$ cat src/rtl/instruction_fetch_pkg.sv
// Shared definitions for the fetch stage: default widths, the NOP word and the fetch FSM encodings.
// Shared with instruction_decoder so both stages agree on the instruction word width.
package instruction_fetch_pkg;

  localparam int unsigned INSTR_W = 32;
  localparam int unsigned ADDR_W  = 8;

  localparam logic [INSTR_W-1:0] NOP_WORD = 32'h0000_0000;

`ifdef ACE_FETCH_STATS_EN
  localparam int unsigned STAT_W = 16;
`endif

  typedef enum logic [1:0] {
    FETCH_IDLE    = 2'd0,
    FETCH_FETCH   = 2'd1,
    FETCH_DISCARD = 2'd2
  } fetch_state_e;

endpackage

$ cat src/rtl/instruction_fetch_sync_fifo.sv
// Synchronous FIFO holding {pc, instruction} prefetch entries; flush empties it in one edge.
// DEPTH must be a power of two so the pointers wrap naturally.
module instruction_fetch_sync_fifo #(
  parameter int unsigned WIDTH = 40,
  parameter int unsigned DEPTH = 4
) (
  input  logic                       clk,
  input  logic                       reset,
  input  logic                       push,
  input  logic                       pop,
  input  logic                       flush,
  input  logic [WIDTH-1:0]           din,
  output logic [WIDTH-1:0]           dout,
  output logic [$clog2(DEPTH):0]     count,
  output logic                       full,
  output logic                       empty
);

  localparam int unsigned AW = $clog2(DEPTH);
  localparam int unsigned CW = AW + 1;

  logic [WIDTH-1:0] mem [DEPTH];
  logic [AW-1:0]    wr_ptr;
  logic [AW-1:0]    rd_ptr;
  logic             do_push;
  logic             do_pop;

  assign full    = (count == CW'(DEPTH));
  assign empty   = (count == CW'(0));
  assign do_push = push & ~full;
  assign do_pop  = pop & ~empty;
  assign dout    = mem[rd_ptr];

  // Pointers and occupancy; flush discards everything buffered.
  always_ff @(posedge clk or posedge reset) begin
    if (reset) begin
      wr_ptr <= '0;
      rd_ptr <= '0;
      count  <= '0;
    end else if (flush) begin
      wr_ptr <= '0;
      rd_ptr <= '0;
      count  <= '0;
    end else begin
      if (do_push) wr_ptr <= wr_ptr + AW'(1);
      if (do_pop)  rd_ptr <= rd_ptr + AW'(1);
      count <= count + CW'(do_push) - CW'(do_pop);
    end
  end

  always_ff @(posedge clk) begin
    if (do_push && !flush) mem[wr_ptr] <= din;
  end

endmodule

$ cat src/rtl/instruction_fetch.sv
// Instruction fetch: PC, single-outstanding memory reads, prefetch FIFO and redirect flush.
// Optional ACE_FETCH_STATS_EN adds saturating fetch_count / stall_count outputs.
module instruction_fetch
  import instruction_fetch_pkg::*;
#(
  parameter int unsigned           ADDR_WIDTH  = ADDR_W,
  parameter int unsigned           INSTR_WIDTH = INSTR_W,
  parameter int unsigned           FIFO_DEPTH  = 4,
  parameter logic [ADDR_WIDTH-1:0] RESET_PC    = '0
) (
  input  logic                   clk,
  input  logic                   reset,
  output logic                   mem_req,
  output logic [ADDR_WIDTH-1:0]  mem_addr,
  input  logic                   mem_ack,
  input  logic [INSTR_WIDTH-1:0] mem_rdata,
  input  logic                   redirect_valid,
  input  logic [ADDR_WIDTH-1:0]  redirect_pc,
  output logic                   instr_valid,
  input  logic                   instr_ready,
  output logic [INSTR_WIDTH-1:0] instr_data,
  output logic [ADDR_WIDTH-1:0]  instr_pc
`ifdef ACE_FETCH_STATS_EN
  ,
  output logic [STAT_W-1:0]      fetch_count,
  output logic [STAT_W-1:0]      stall_count
`endif
);

  localparam int unsigned ENTRY_W = ADDR_WIDTH + INSTR_WIDTH;
  localparam int unsigned CNT_W   = $clog2(FIFO_DEPTH) + 1;

  fetch_state_e           state, state_nx;
  logic [ADDR_WIDTH-1:0]  pc, pc_nx, addr_nx;
  logic                   req_nx;
  logic                   push, pop, full, empty;
  logic [CNT_W-1:0]       count;
  logic [ENTRY_W-1:0]     head;
  logic                   xfer, space_now, space_after_push;

  assign pop              = ~empty & instr_ready;
  assign xfer             = mem_req & mem_ack;
  assign space_now        = ~full | pop;
  assign space_after_push = (count - CNT_W'(pop) + CNT_W'(1)) < CNT_W'(FIFO_DEPTH);

  // Next-state: redirect overrides everything; a request in flight is never dropped.
  always_comb begin
    state_nx = state;
    req_nx   = mem_req;
    addr_nx  = mem_addr;
    pc_nx    = pc;
    push     = 1'b0;
    if (redirect_valid) begin
      pc_nx = redirect_pc;
      case (state)
        FETCH_IDLE: begin
          state_nx = FETCH_FETCH;
          req_nx   = 1'b1;
          addr_nx  = redirect_pc;
        end
        FETCH_FETCH: begin
          if (xfer) begin
            state_nx = FETCH_FETCH;
            addr_nx  = redirect_pc;
          end else begin
            state_nx = FETCH_DISCARD;
          end
        end
        default: state_nx = FETCH_DISCARD;
      endcase
    end else begin
      case (state)
        FETCH_IDLE: begin
          if (space_now) begin
            state_nx = FETCH_FETCH;
            req_nx   = 1'b1;
            addr_nx  = pc;
          end
        end
        FETCH_FETCH: begin
          if (xfer) begin
            push    = 1'b1;
            pc_nx   = pc + ADDR_WIDTH'(1);
            addr_nx = pc + ADDR_WIDTH'(1);
            if (!space_after_push) begin
              state_nx = FETCH_IDLE;
              req_nx   = 1'b0;
            end
          end
        end
        FETCH_DISCARD: begin
          if (xfer) begin
            state_nx = FETCH_FETCH;
            addr_nx  = pc;
          end
        end
        default: begin
          state_nx = FETCH_IDLE;
          req_nx   = 1'b0;
        end
      endcase
    end
  end

  always_ff @(posedge clk or posedge reset) begin
    if (reset) begin
      state    <= FETCH_IDLE;
      mem_req  <= 1'b0;
      mem_addr <= RESET_PC;
      pc       <= RESET_PC;
    end else begin
      state    <= state_nx;
      mem_req  <= req_nx;
      mem_addr <= addr_nx;
      pc       <= pc_nx;
    end
  end

  instruction_fetch_sync_fifo #(
    .WIDTH (ENTRY_W),
    .DEPTH (FIFO_DEPTH)
  ) u_fifo (
    .clk   (clk),
    .reset (reset),
    .push  (push),
    .pop   (pop),
    .flush (redirect_valid),
    .din   ({pc, mem_rdata}),
    .dout  (head),
    .count (count),
    .full  (full),
    .empty (empty)
  );

  // Empty buffer presents zeros rather than stale storage.
  assign instr_valid = ~empty;
  assign instr_pc    = empty ? '0 : head[ENTRY_W-1 -: ADDR_WIDTH];
  assign instr_data  = empty ? INSTR_WIDTH'(NOP_WORD) : head[INSTR_WIDTH-1:0];

`ifdef ACE_FETCH_STATS_EN
  always_ff @(posedge clk or posedge reset) begin
    if (reset) begin
      fetch_count <= '0;
      stall_count <= '0;
    end else begin
      if (pop && (fetch_count != '1))  fetch_count <= fetch_count + STAT_W'(1);
      if (empty && (stall_count != '1)) stall_count <= stall_count + STAT_W'(1);
    end
  end
`endif

endmodule

$ cat config.mk
export PLATFORM = sky130hd
export DESIGN_NAME = instruction_fetch
export DESIGN_NICKNAME = d
export VERILOG_FILES = /design/src/rtl/instruction_fetch_pkg.sv /design/src/rtl/instruction_fetch_sync_fifo.sv /design/src/rtl/instruction_fetch.sv
export SDC_FILE = /design/constraint.sdc
export NUM_CORES = 1
export LEC_CHECK = 0
export CAP_MARGIN = 0
export CELL_PAD_IN_SITES_DETAIL_PLACEMENT = 1
export CELL_PAD_IN_SITES_GLOBAL_PLACEMENT = 1
export CORE_MARGIN = 3
export CORE_UTILIZATION = 48
export CTS_CLUSTER_DIAMETER = 50
export DETAILED_ROUTE_END_ITERATION = 12
export DONT_BUFFER_PORTS = 1
export GPL_TIMING_DRIVEN = 0
export PLACE_DENSITY = 0.77
export SYNTH_ARGS = -nofsm -noshare
export SYNTH_HDL_FRONTEND = slang
export SYNTH_SLANG_ARGS = --single-unit
$ cat constraint.sdc
create_clock -name clk -period 2.8 [get_ports clk]
set_clock_uncertainty 0.1 [all_clocks]
set_input_delay 0.28 -clock clk [delete_from_list [all_inputs] [get_ports clk]]
set_output_delay 0.28 -clock clk [all_outputs]
set_load 0.005 [all_outputs]
==> results of run 1 <==
[critical path, cell delays in order, from the launching register on]
cell and delay [ps]:
sky130_fd_sc_hd__dfrtp_1 330, sky130_fd_sc_hd__clkbuf_1 330, sky130_fd_sc_hd__clkbuf_4 370, sky130_fd_sc_hd__mux4_2 550, sky130_fd_sc_hd__and2_1 200
[routing by layer]
layer | wire length (µm) | global-route usage (%) | vias to the layer above
li1 | - | - | 1782
met1 | 6620 | 24.3 | 2063
met2 | 7860 | 31.0 | 101
met3 | 809 | 5.00 | 13
met4 | 146 | 5.37 | 0
met5 | 0 | 0 | -
[logic make-up after synthesis]
| group | Yosys count | share of synthesized area, % |
|---|---|---|
| flops | 186 | 71.1 |
| simple gates | 99 | 7.47 |
| fa+ha+maj | 9 | 1.57 |
| compound gates | 36 | 3.21 |
| buf+inv | 39 | 2.22 |
| xor+xnor | 17 | 1.94 |
| mux | 45 | 12.4 |
[registers in the layout, summed over array words and instances (netlist names)]
register       cells
state              2
u_fifo.count       3
u_fifo.mem       160
mem_req            1
pc                 8
u_fifo.rd_ptr      2
mem_addr           8
u_fifo.wr_ptr      2
[worst paths after layout]
path / start / end / depth (start not counted)
setup / recovery: u_fifo.rd_ptr[0]$_DFFE_PP0P_ / instr_data[19] / 4
hold / removal: mem_ack / mem_req$_DFFE_PP0P_ / 3
setup reg to reg: u_fifo.count[1]$_DFF_PP0_ / u_fifo.count[2]$_DFF_PP0_ / 10
hold reg to reg: mem_addr[0]$_DFFE_PP0P_ / mem_addr[0]$_DFFE_PP0P_ / 2
max in group asynchronous: reset / u_fifo.wr_ptr[0]$_DFFE_PP0P_ / 2
min in group asynchronous: reset / u_fifo.rd_ptr[0]$_DFFE_PP0P_ / 2
[report_power, final]
group | switching, µW | total (µW) | leakage, µW | internal, µW
Clock | 1010 | 2420 | 0.000311 | 1410
Sequential | 178 | 3430 | 0.00176 | 3250
Combinational | 1060 | 1980 | 0.000989 | 922
[layout make-up]
type,count,area (µm²),share of cell area [%]
sequential,186,5460,60.3
clock inverter,9,62.6,0.691
timing repair buffer,45,490,5.42
buffer,24,124,1.37
inverter,14,52.6,0.581
tap,211,264,2.92
multi-input combinational,206,2050,22.6
clock buffer,23,554,6.12
[cell usage in the layout (no fill, tap or decap), types with 3 or more instances in the layout]
master and count:
sky130_fd_sc_hd__a21oi_1 9, sky130_fd_sc_hd__and2_1 41, sky130_fd_sc_hd__and2_2 4, sky130_fd_sc_hd__buf_1 4, sky130_fd_sc_hd__buf_12 4, sky130_fd_sc_hd__buf_2 3
sky130_fd_sc_hd__clkbuf_1 12, sky130_fd_sc_hd__clkbuf_16 22, sky130_fd_sc_hd__clkbuf_4 4, sky130_fd_sc_hd__clkinv_2 3, sky130_fd_sc_hd__dfrtp_1 26, sky130_fd_sc_hd__dlygate4sd3_1 41
sky130_fd_sc_hd__edfxtp_1 160, sky130_fd_sc_hd__ha_1 8, sky130_fd_sc_hd__inv_1 14, sky130_fd_sc_hd__inv_6 4, sky130_fd_sc_hd__mux4_2 40, sky130_fd_sc_hd__nand2_1 15
sky130_fd_sc_hd__nand3_1 11, sky130_fd_sc_hd__nor2_1 8, sky130_fd_sc_hd__nor2b_1 3, sky130_fd_sc_hd__o21ai_0 9, sky130_fd_sc_hd__o31ai_1 4, sky130_fd_sc_hd__or3_1 3
sky130_fd_sc_hd__xnor2_1 5, sky130_fd_sc_hd__xor2_1 12
[through the flow]
step | total power, µW | cells | util (%) | TNS [ps]
after floorplan | 4930 | 431 | - | 0
after global placement | 5340 | 642 | 51.4 | -118430
after detailed placement | 5430 | 646 | 52.0 | 0
after CTS | 7930 | 719 | 58.6 | 0
after global routing | 8260 | 718 | 58.7 | 0
final | 7830 | 718 | 58.7 | 0
[cells in the mapped netlist]
cell type	number
sky130_fd_sc_hd__mux2_1	1
sky130_fd_sc_hd__nand4_1	2
sky130_fd_sc_hd__nor3b_2	1
sky130_fd_sc_hd__a31oi_1	2
sky130_fd_sc_hd__nand2_1	15
sky130_fd_sc_hd__nor3_2	1
sky130_fd_sc_hd__dfrtp_1	26
sky130_fd_sc_hd__a21o_1	2
sky130_fd_sc_hd__mux2i_1	2
sky130_fd_sc_hd__buf_1	4
sky130_fd_sc_hd__buf_2	7
sky130_fd_sc_hd__and2_1	45
sky130_fd_sc_hd__nor3_1	2
sky130_fd_sc_hd__mux4_2	40
sky130_fd_sc_hd__nor2_1	8
sky130_fd_sc_hd__clkbuf_1	12
sky130_fd_sc_hd__buf_6	2
sky130_fd_sc_hd__nor2b_1	3
sky130_fd_sc_hd__ha_1	8
sky130_fd_sc_hd__a222oi_1	2
sky130_fd_sc_hd__a21oi_1	9
sky130_fd_sc_hd__o21ai_0	9
sky130_fd_sc_hd__inv_1	14
sky130_fd_sc_hd__and2_4	1
sky130_fd_sc_hd__a211oi_1	2
sky130_fd_sc_hd__o31ai_1	4
sky130_fd_sc_hd__xnor2_1	5
sky130_fd_sc_hd__a21boi_0	2
sky130_fd_sc_hd__xor2_1	12
sky130_fd_sc_hd__and3_1	1
sky130_fd_sc_hd__edfxtp_1	160
sky130_fd_sc_hd__and4b_1	2
sky130_fd_sc_hd__a211o_4	1
sky130_fd_sc_hd__nand4b_1	1
sky130_fd_sc_hd__fa_1	1
sky130_fd_sc_hd__a221oi_2	1
sky130_fd_sc_hd__o21bai_1	1
sky130_fd_sc_hd__a211o_1	1
sky130_fd_sc_hd__nand3b_1	2
sky130_fd_sc_hd__nand3_1	11
sky130_fd_sc_hd__and4_1	1
sky130_fd_sc_hd__mux2_2	2
sky130_fd_sc_hd__or3_1	3
[repair_timing]
| item | in CTS | in global routing |
|---|---|---|
| resized for setup | 0 | 4 |
| hold buffers | 41 | 0 |
| endpoints found under the setup margin | 0 | 23 |
| hold endpoints to repair | 167 | 0 |
==> results.txt, run 1 <==
After synthesis, the largest area contributor takes up a little over three fifths of total cell area. The worst vdd rail ir drop is 0.459 mV. The share of layout cells above drive strength 1 is between 10% and 20%. The clock period minus final worst setup slack came out at approximately 2600 ps. Summing all placed instances gives a cell area of between 8000 and 9000 µm².

The post-CTS setup repair buffer count is 0. In this run the count of I/O pins placed on the die edge is 95. The total count of max-transition violations in the final report is 0. The flow ran to the end, and the final reports show no timing, DRC or antenna violations. TritonCTS built the clock tree. The worst setup path is captured at an output pin. The worst hold slack came out at about 18 ps.

The biggest area consumer among synthesized cells is sky130_fd_sc_hd__edfxtp_1. The instance count of the mapped netlist came out at between 400 and 500. The critical path startpoint category is a flip-flop.

In this run the standard cell core region covers roughly 15000 µm². The synthesized flop and latch total is 186. After layout, the worst path uses 92.3% of the clock period. The slew at the pin closest to its max-slew limit came out at 1040 ps.

The average cell area after synthesis is roughly 18 µm². For this run, the post-layout net count is 548. The total die area came out at roughly 18000 µm².

The netlist area before placement is 7670 µm². The initial cell density of the core came out at slightly below 50%. Sorting the synthesized cells by area gives the leading types as sky130_fd_sc_hd__edfxtp_1 63%, sky130_fd_sc_hd__mux4_2 12%, sky130_fd_sc_hd__dfrtp_1 8.5%. In this run the worst path has a maximum fanout of 10. Summed over all cells, the static leakage comes to 0.00306 µW. The register-to-register path setup slack came out at 230 ps. The number of fill cells is 1431.

After detailed routing, the average wire length per cell comes to around 22 µm. The die span in y came out at between 100 and 150 µm. The overall via count from detail_route is 3959. Clock tree synthesis selected as its root buffer the cell sky130_fd_sc_hd__clkbuf_16.

The ratio of routed vias to standard cells is approximately 5.5. Setup slack closes at 216 ps. The count of unresolved DRC violations after routing came out at 0. The latest clock arrival within the worst-skew pair is ~420 ps. The growth of design area from synthesis to finish came out at 18.0%. The data arrival time of the worst path came out at between 2000 and 2500 ps. The routability-driven placement congestion ratio is 0.786.

For this run, the top clock speed supported by timing is 0.387 GHz. For this run, the register share of the synthesized area comes to between 70% and 80%. The overflow left after global routing is 0. Setup repair after global routing left no endpoint under its margin. The placement row count came out at 45. The final layout contains routed wiring with a total length of between 15 and 20 mm. After routing the design area is just over 9000 µm². The netlist uses 43 different library cells. The die span in x is roughly 130 µm.

The number of nets in the synthesized netlist is between 400 and 500. The tool flagged a number of max-cap violations equal to 0. In this run the worst hold path is classified as in -> reg. The number of levels in the clock H-tree came out at 4.

The worst pin sits at a relative slew slack of about 31%. The half-perimeter wire length after detailed placement came out at around 10 mm. Before CTS, the worst setup slack after placement is ~160 ps. The worst setup path category is reg -> out. The initial antenna violation count is 0. Clock tree synthesis inserted a total of 17 buffers. The maximum number of pins on one net before global-route repair came out at 27. The total count of hold-check failures in the final report came out at 0. The remaining antenna violation count after routing is 0.

The clock passes through at most 2 buffers. The antenna diode instance count is 0. The global router's overall resource usage is a little under a fifth. The first-pass iteration count of the detailed router is 4. The via count of the first global-routing pass is 4420. The Yosys warning count is 0. The count of input and output buffers came out at 0. The critical path required time came out at ~2400 ps.

The number of design-rule violations left by the first detailed-router iteration came out at ~240. The global-route wire length before repair came out at approximately 25 mm. The clock sink count is about 190. Clock-pin slew was measured on the worst setup and hold paths at about 60 ps. The final-report setup violation count is 0. The ratio of total power to cell area came out at between 800 and 900 nW/µm².
No activity file was read; power rests on OpenSTA's default activity.
==> run 2, diff against run 1 <==
Settings changed: CELL_PAD_IN_SITES_DETAIL_PLACEMENT 1 to 0.
==> run 2 against run 1 <==
Effect of this change:
- cell area down 0.69%
- die area unchanged
- non-clock buffer count up 2
==> results.txt, run 2 (synthesis gave the netlist of run 1 again) <==
The number of max-cap violations is 0 (unchanged). The total net switching power came to 2200 µW (-2.1%). The latest clock arrival within the worst-skew pair came to 420 ps (about the same). The clock tree buffer depth is 2 (unchanged).

The internal portion of total power was 5350 µW (-4.1%). The run finished with clean final reports. The count of unresolved DRC violations after routing came to 0 (unchanged). The clock transition at the register clock pins on the worst setup and hold paths after CTS is 70 ps (about the same). The core region area came out at 15400 µm² (unchanged).

The switching part of the total power was 29.1% (+0.44 points). TritonCTS built the clock tree. The worst setup path is of the reg -> out kind.

The share of layout cells above drive strength 1 is 18.7% (-0.074 points). The via count of the first global-routing pass came to 4134 (-6.5%). The post-cts sizing count is 0 (unchanged). The aggregate negative setup slack came out at 0 ps (unchanged). The number of levels in the clock H-tree came out at 4 (unchanged). The number of placed I/O pins was 95 (unchanged).

The count of input and output buffers is 0 (unchanged). The core occupancy in the finished layout came to 58.3% (-0.41 points). The top fanout value on the critical path came out at 10 (unchanged). The antenna diode instance count came to 0 (unchanged). The clock period minus final worst setup slack came out at 2630 ps (+42.0 ps). The total die area came out at 17500 µm² (unchanged). The number of design-rule violations left by the first detailed-router iteration came out at 238 (-2.1%). The clock network power share was 29.1% (-1.9 points). The remaining antenna violation count after routing came out at 0 (unchanged). The worst setup path is captured at an output pin. The global router's overall resource usage came out at 16.8% (-1.8 points). The final-report setup violation count came out at 0 (unchanged). The cell sitting at the root of the clock tree is a sky130_fd_sc_hd__clkbuf_16. The die span in y is 132 µm (unchanged).

The total count of max-transition violations in the final report came out at 0 (unchanged). The library cell used most frequently in the layout, excluding fill and tap cells, is sky130_fd_sc_hd__edfxtp_1. The initial antenna violation count came out at 0 (unchanged). The growth of design area from synthesis to finish is 17.2%. The half-perimeter wire length after detailed placement came to 8.99 mm (-9.9%). The routed length per placed instance was 19.7 µm (-8.5%).

The tightest slew margin relative to the limit came out at 29.7% (-0.94 points). The critical path startpoint category is a flip-flop. The total count of hold-check failures in the final report came out at 0 (unchanged). The library cells used most frequently in the layout, excluding fill and tap cells, are 160 x sky130_fd_sc_hd__edfxtp_1, 43 x sky130_fd_sc_hd__dlygate4sd3_1, 41 x sky130_fd_sc_hd__and2_1.

The largest registers in the layout are u_fifo.mem: 160 flops, mem_addr: 8 flops, pc: 8 flops. The fraction of the cycle the final worst path needs was 93.8% (+1.5 points). The overflow left after global routing came out at 0 (unchanged). The maximum number of pins on one net before global-route repair came out at 27 (unchanged). Setup repair after global routing could not meet its margin everywhere. The die span in x is 132 µm (unchanged).

The data arrival time of the worst path is 2250 ps (+50 ps). The ratio of total power to cell area came to 840 nW/µm² (-2.9%). The overall via count from detail_route is 3887 (-1.8%). The maximum operating frequency is 0.381 GHz (-1.6%).

The total CTS buffers came out at 17 (unchanged). The post-detailed-routing wire length was 14.2 mm (-8.2%). The post-CTS setup repair buffer count came out at 0 (unchanged). The relative contribution of combinational cells to total power is 25.6% (+0.3 points). The initial cell density of the core was 49.7% (unchanged). The worst hold-check path type is in -> reg. The sum of internal, switching and leakage power came out at 7550 µW (-3.6%).

The leakage component of the power is 0.00303 µW (-0.91%). The clock sink count is 186 (unchanged). The slew at the pin closest to its max-slew limit came out at 1050 ps (+14.1 ps). The routability-driven placement congestion ratio is 0.786 (unchanged). The number of flip-flops in the largest register was 160 (unchanged).

The critical path required time is 2420 ps (about the same). The worst vdd rail ir drop is 0.452 mV (-1.6%). The placement row count is 45 (unchanged).

The first-pass iteration count of the detailed router is 5 (+1). The global-route wire length before repair is 22.7 mm (-9.2%). The register with the most flip-flops is u_fifo.mem. The part of the total power dissipated in sequential elements came out at 45.3% (+1.5 points).

The ratio of routed vias to standard cells came out at 5.40 (-2.1%). The final net count came out at 550 (+0.36%).
## run 2: cell type report
class                      count  area, µm²
tap                          211        264
sequential                   186       5460
multi-input combinational    206       2050
clock buffer                  19        454
clock inverter                13       90.1
timing repair buffer          47        510
buffer                        24        114
inverter                      14       52.6
fill                        1223       6440
## run 2: critical path: stages, from the launching register on
cell and delay, ps:
sky130_fd_sc_hd__dfrtp_1 320, sky130_fd_sc_hd__clkbuf_1 340, sky130_fd_sc_hd__buf_2 420, sky130_fd_sc_hd__mux4_2 560, sky130_fd_sc_hd__and2_1 190
## run 2: worst paths after layout
path                                              startpoint                     endpoint  slack, ps  depth (start not counted)
worst max-delay path            u_fifo.rd_ptr[0]$_DFFE_PP0P_                  instr_pc[0]        170                          4
worst min-delay path                                 mem_ack         state[1]$_DFFE_PP0P_        100                          3
worst max register to register          state[1]$_DFFE_PP0P_   u_fifo.mem[0][3]$_DFFE_PP_        220                          6
worst min register to register             pc[2]$_DFFE_PP0P_  u_fifo.mem[3][34]$_DFFE_PP_        420                          0
max in group asynchronous                              reset      mem_addr[4]$_DFFE_PP0P_       1490                          2
min in group asynchronous                              reset    u_fifo.count[2]$_DFF_PP0_        480                          2
## run 2: layer usage
| metal | vias to the layer above | global-route usage, % | wire length (µm) |
|---|---|---|---|
| met1 | 1980 | 22.9 | 6310 |
| met2 | 102 | 26.6 | 7020 |
| met4 | 0 | 5.89 | 186 |
| met3 | 16 | 4.47 | 654 |
| met5 | - | 0 | 0 |
| li1 | 1789 | - | - |
## run 2: what timing repair did
action	in CTS	in global routing
endpoints found under the setup margin	0	14
hold endpoints to repair	169	0
hold buffers	43	0
## run 2: stage by stage
step                hold slack, ps  setup WS (ps)  cell area, µm²  instances
detailed placement             279            200            8020        646
floorplan                      220            166            7670        431
CTS                           74.7           95.3            8990        721
finish                        98.5            174            8990        720
global placement               279           -747            7930        642
global route                   112          -27.0            8990        720
## run 2: power groups by stage
stage / registers, µW / logic (µW) / clock network [µW]
3_3_place_gp: 3470 / 1870 / 0
3_5_place_dp: 3480 / 1920 / 0
5_1_grt: 3450 / 2150 / 2360
6_report: 3420 / 1930 / 2200
4_1_cts: 3420 / 1990 / 2250
2_1_floorplan: 3430 / 1500 / 0
==> run 3, diff against run 2 <==
Settings changed: ABC_CLOCK_PERIOD_IN_PS set to 2800, CELL_PAD_IN_SITES_DETAIL_PLACEMENT 0 to not set, CELL_PAD_IN_SITES_GLOBAL_PLACEMENT 1 to not set, CORE_UTILIZATION 48 to 50, PLACE_DENSITY 0.77 to 0.71.
==> run 3 against run 2 <==
Effect of this change:
- global-route usage is 1.1 points higher
- combinational power is essentially flat
- flip-flop and latch count is the same
- critical path type is now reg -> reg
- hold slack worse by 88 ps
- non-clock buffer count rose by 1
- highest routed layer unchanged
- first-iteration DRC count grew 26%
- sequential share of layout area grew 0.25 points
- via count up 1.3%
- maximum frequency up 1.9%
- register-to-register slack is essentially flat
- worst setup slack improved by 49 ps
==> results.txt, run 3 (synthesis gave the netlist of run 1 again) <==
The worst setup path is captured at a flip-flop. The initial cell density of the core is 52.0% (+2.3 points). The number of design-rule violations left by the first detailed-router iteration came out at 301 (+26%). The overflow left after global routing is 0 (unchanged). The number of placed instances, taps included came out at 619 (-4.2%). The number of cells on the worst reg-to-reg path is 6 (unchanged). The number of max-cap violations is 0 (unchanged). The design area came out at 8950 µm² (-0.42%). Traced cell by cell, the critical path runs through buf_6 > nand4b_1 > buf_2 > nor3_2 > and2_2 > buf_12. The count of unresolved DRC violations after routing came out at 0 (unchanged). The initial antenna violation count was 0 (unchanged). The clock root buffer is sky130_fd_sc_hd__clkbuf_16.

The final-report setup violation count was 0 (unchanged). Setup repair after global routing left no endpoint under its margin. The fraction of the cycle the final worst path needs came out at 92.1% (-1.7 points). The post-detailed-routing wire length came to 14.3 mm (+0.64%). The slew at the pin closest to its max-slew limit came out at 997 ps (-56.4 ps). The cell depth of the worst min-delay path came out at 2 (-1). The clock tree buffer depth came out at 2 (unchanged). The cell family contributing the most delay on the critical path is simple AND/OR/NAND/NOR gates. The number of fill cells came out at 1096 (-10%).

The clock transition at the register clock pins on the worst setup and hold paths after CTS came to 70 ps (about the same). The total count of max-transition violations in the final report came out at 0 (unchanged). The antenna diode instance count is 0 (unchanged). The setup slack at placement is 204 ps (+3.90 ps).

The core occupancy in the finished layout came out at 60.7% (+2.4 points). The flow ran to the end, and the final reports show no timing, DRC or antenna violations. The first-pass iteration count of the detailed router came out at 5 (unchanged).

In this run the critical register-to-register path is launched from state[1]$_DFFE_PP0P_. The overall via count from detail_route was 3936 (+1.3%). The global router's overall resource usage is 17.9% (+1.1 points).

The total die area is 16900 µm² (-3.8%). The total count of hold-check failures in the final report was 0 (unchanged). The critical path in this run is classified as reg -> reg. The internal portion of total power is 5380 µW (+0.48%). The placement row count came out at 44 (-2.2%). The die span in y was 130 µm (-1.9%). The data arrival time of the worst path came out at 2600 ps (+350 ps). The delay of the slowest cell on the worst path was 600 ps (+40 ps). The worst vdd rail ir drop came out at 0.500 mV (+11%). The worst flop-to-flop path endpoint is u_fifo.mem[3][34]$_DFFE_PP_. For this design, the slowest cell found on the critical path is sky130_fd_sc_hd__and2_2. The placed standard-cell area came to 7980 µm² (-0.42%). The count of buffering cells on the critical path with inverters included came out at 3 (+1).

The clock network power share came out at 28.9% (-0.2 points). The core region area is 14800 µm² (-4.4%). The register with the most flip-flops is u_fifo.mem. The routability-driven placement congestion ratio is 0.810 (+3.1%).

The number of placed I/O pins is 95 (unchanged). From synthesis to final layout, the design area changed by 16.7%. The worst hold-check path type is in -> reg. In the layout the commonest cells are 160 x sky130_fd_sc_hd__edfxtp_1, 43 x sky130_fd_sc_hd__dlygate4sd3_1, 41 x sky130_fd_sc_hd__and2_1.

Leaving out fill and tap cells, the most frequent cell in the layout is sky130_fd_sc_hd__edfxtp_1. The latest clock arrival within the worst-skew pair came out at 420 ps (about the same). The share of layout cells above drive strength 1 came out at 18.1% (-0.59 points). STA classifies the critical path startpoint as a flip-flop. The number of flip-flops in the largest register was 160 (unchanged). The maximum operating frequency is 0.388 GHz (+1.9%).

The via count of the first global-routing pass is 4116 (-0.44%). The global-route wire length before repair is 22.4 mm (-1.4%). The critical path starts at state[1]$_DFFE_PP0P_. The critical path required time was 2820 ps (+400 ps).

The half-perimeter wire length after detailed placement came out at 8.97 mm (-0.18%). The total net switching power came out at 2170 µW (-1.4%). The die span in x is 130 µm (-1.9%). The leakage component of the power came out at 0.00301 µW (-0.66%). The total CTS buffers came out at 17 (unchanged).

The number of levels in the clock H-tree is 4 (unchanged). The tightest slew margin relative to the limit came out at 33.5% (+3.8 points). The relative contribution of combinational cells to total power came out at 25.8% (+0.2 points).

The clock sink count is 186 (unchanged). The maximum number of pins on one net before global-route repair is 27 (unchanged). The part of the total power dissipated in sequential elements came out at 45.3% (about the same). The final critical-path setup slack came to 222 ps (+48.7 ps). The routed length per placed instance is 20.6 µm (+4.6%).

The total stage count of the critical path came out at 6 (+2). The register-to-register path setup slack is 220 ps (about the same). The ratio of total power to cell area came out at 843 nW/µm² (+0.35%). The final cell count without fillers was 693 (-3.8%).

The switching part of the total power is 28.7% (-0.39 points). The ratio of routed vias to standard cells is 5.68 (+5.2%). The count of input and output buffers is 0 (unchanged). The clock tree from TritonCTS is yes.

In this run the worst setup path terminates at u_fifo.mem[3][34]$_DFFE_PP_. The top fanout value on the critical path came out at 23 (+13). The largest registers in the layout are u_fifo.mem: 160 flops, mem_addr: 8 flops, pc: 8 flops. The clock period minus final worst setup slack came out at 2580 ps (-48.7 ps). The remaining antenna violation count after routing is 0 (unchanged). The final net count came out at 551 (+0.18%).
[run 3: cell types whose count changed in the layout (fill, tap and decap cells not counted)]
cell and delta:
sky130_fd_sc_hd__clkinvlp_4 +3, sky130_fd_sc_hd__inv_4 -3, sky130_fd_sc_hd__clkinv_1 +2, sky130_fd_sc_hd__clkinv_4 -2
sky130_fd_sc_hd__buf_2 -1, sky130_fd_sc_hd__bufinv_16 +1, sky130_fd_sc_hd__clkbuf_1 +1, sky130_fd_sc_hd__clkbuf_16 -1
sky130_fd_sc_hd__clkbuf_4 +1, sky130_fd_sc_hd__inv_6 -1
[run 3: metal layers]
| metal | share of wire [%] | GRT usage, % | vias up | wire length (µm) |
|---|---|---|---|---|
| met5 | 0 | 0 | - | 0 |
| met4 | 1.1 | 6.30 | 0 | 163 |
| met3 | 5.5 | 5.08 | 14 | 787 |
| met2 | 51 | 30.0 | 102 | 7230 |
| met1 | 43 | 22.6 | 2028 | 6070 |
| li1 | - | - | 1792 | - |
[run 3: worst min path at each step]
stage,startpoint,end,slack (ps)
after floorplan,reset,mem_addr[0]$_DFFE_PP0P_,220
after global placement,mem_rdata[27],u_fifo.mem[0][27]$_DFFE_PP_,280
after detailed placement,mem_rdata[25],u_fifo.mem[3][25]$_DFFE_PP_,280
after CTS,redirect_pc[2],mem_addr[2]$_DFFE_PP0P_,0.8
after global routing,redirect_pc[2],mem_addr[2]$_DFFE_PP0P_,5
final,redirect_pc[2],mem_addr[2]$_DFFE_PP0P_,10
[run 3: worst register-to-register path, cell delays in order (launching register included)]
cell                       delay, ps
sky130_fd_sc_hd__dfrtp_1         410
sky130_fd_sc_hd__buf_6           150
sky130_fd_sc_hd__nand4b_1        180
sky130_fd_sc_hd__buf_2           210
sky130_fd_sc_hd__nor3_2          340
sky130_fd_sc_hd__and2_2          600
sky130_fd_sc_hd__buf_12          280
[run 3: final cells by class]
| cell class | count | area, µm² | area share, % |
|---|---|---|---|
| clock inverters | 13 | 105 | 1.17 |
| repair buffers | 47 | 510 | 5.70 |
| multi-input cells | 206 | 2050 | 22.9 |
| inverters | 14 | 52.6 | 0.587 |
| plain buffers | 25 | 120 | 1.34 |
| clock buffers | 18 | 429 | 4.79 |
| well taps | 184 | 230 | 2.57 |
| flip-flops and latches | 186 | 5460 | 60.9 |
[run 3: metrics by stage]
step	power [µW]	hold WS, ps	TNS, ps
final	7550	10.7	0
after detailed placement	5390	279	0
after CTS	7630	0.798	0
after global placement	5330	279	-112670
after floorplan	4930	220	0
after global routing	7950	5.17	0
[run 3: repair_timing]
item | in CTS | in global routing
hold buffers | 43 | 0
hold endpoints to repair | 168 | 0
gates resized for setup | 0 | 1
buffers inserted | 0 | 0
endpoints found under the setup margin | 0 | 1
[run 3: power groups by stage]
stage	sequential [µW]	clock (µW)	combinational (µW)
CTS	3420	2220	1990
global route	3450	2340	2160
floorplan	3430	0	1500
finish	3420	2180	1950
detailed placement	3480	0	1920
global placement	3470	0	1860
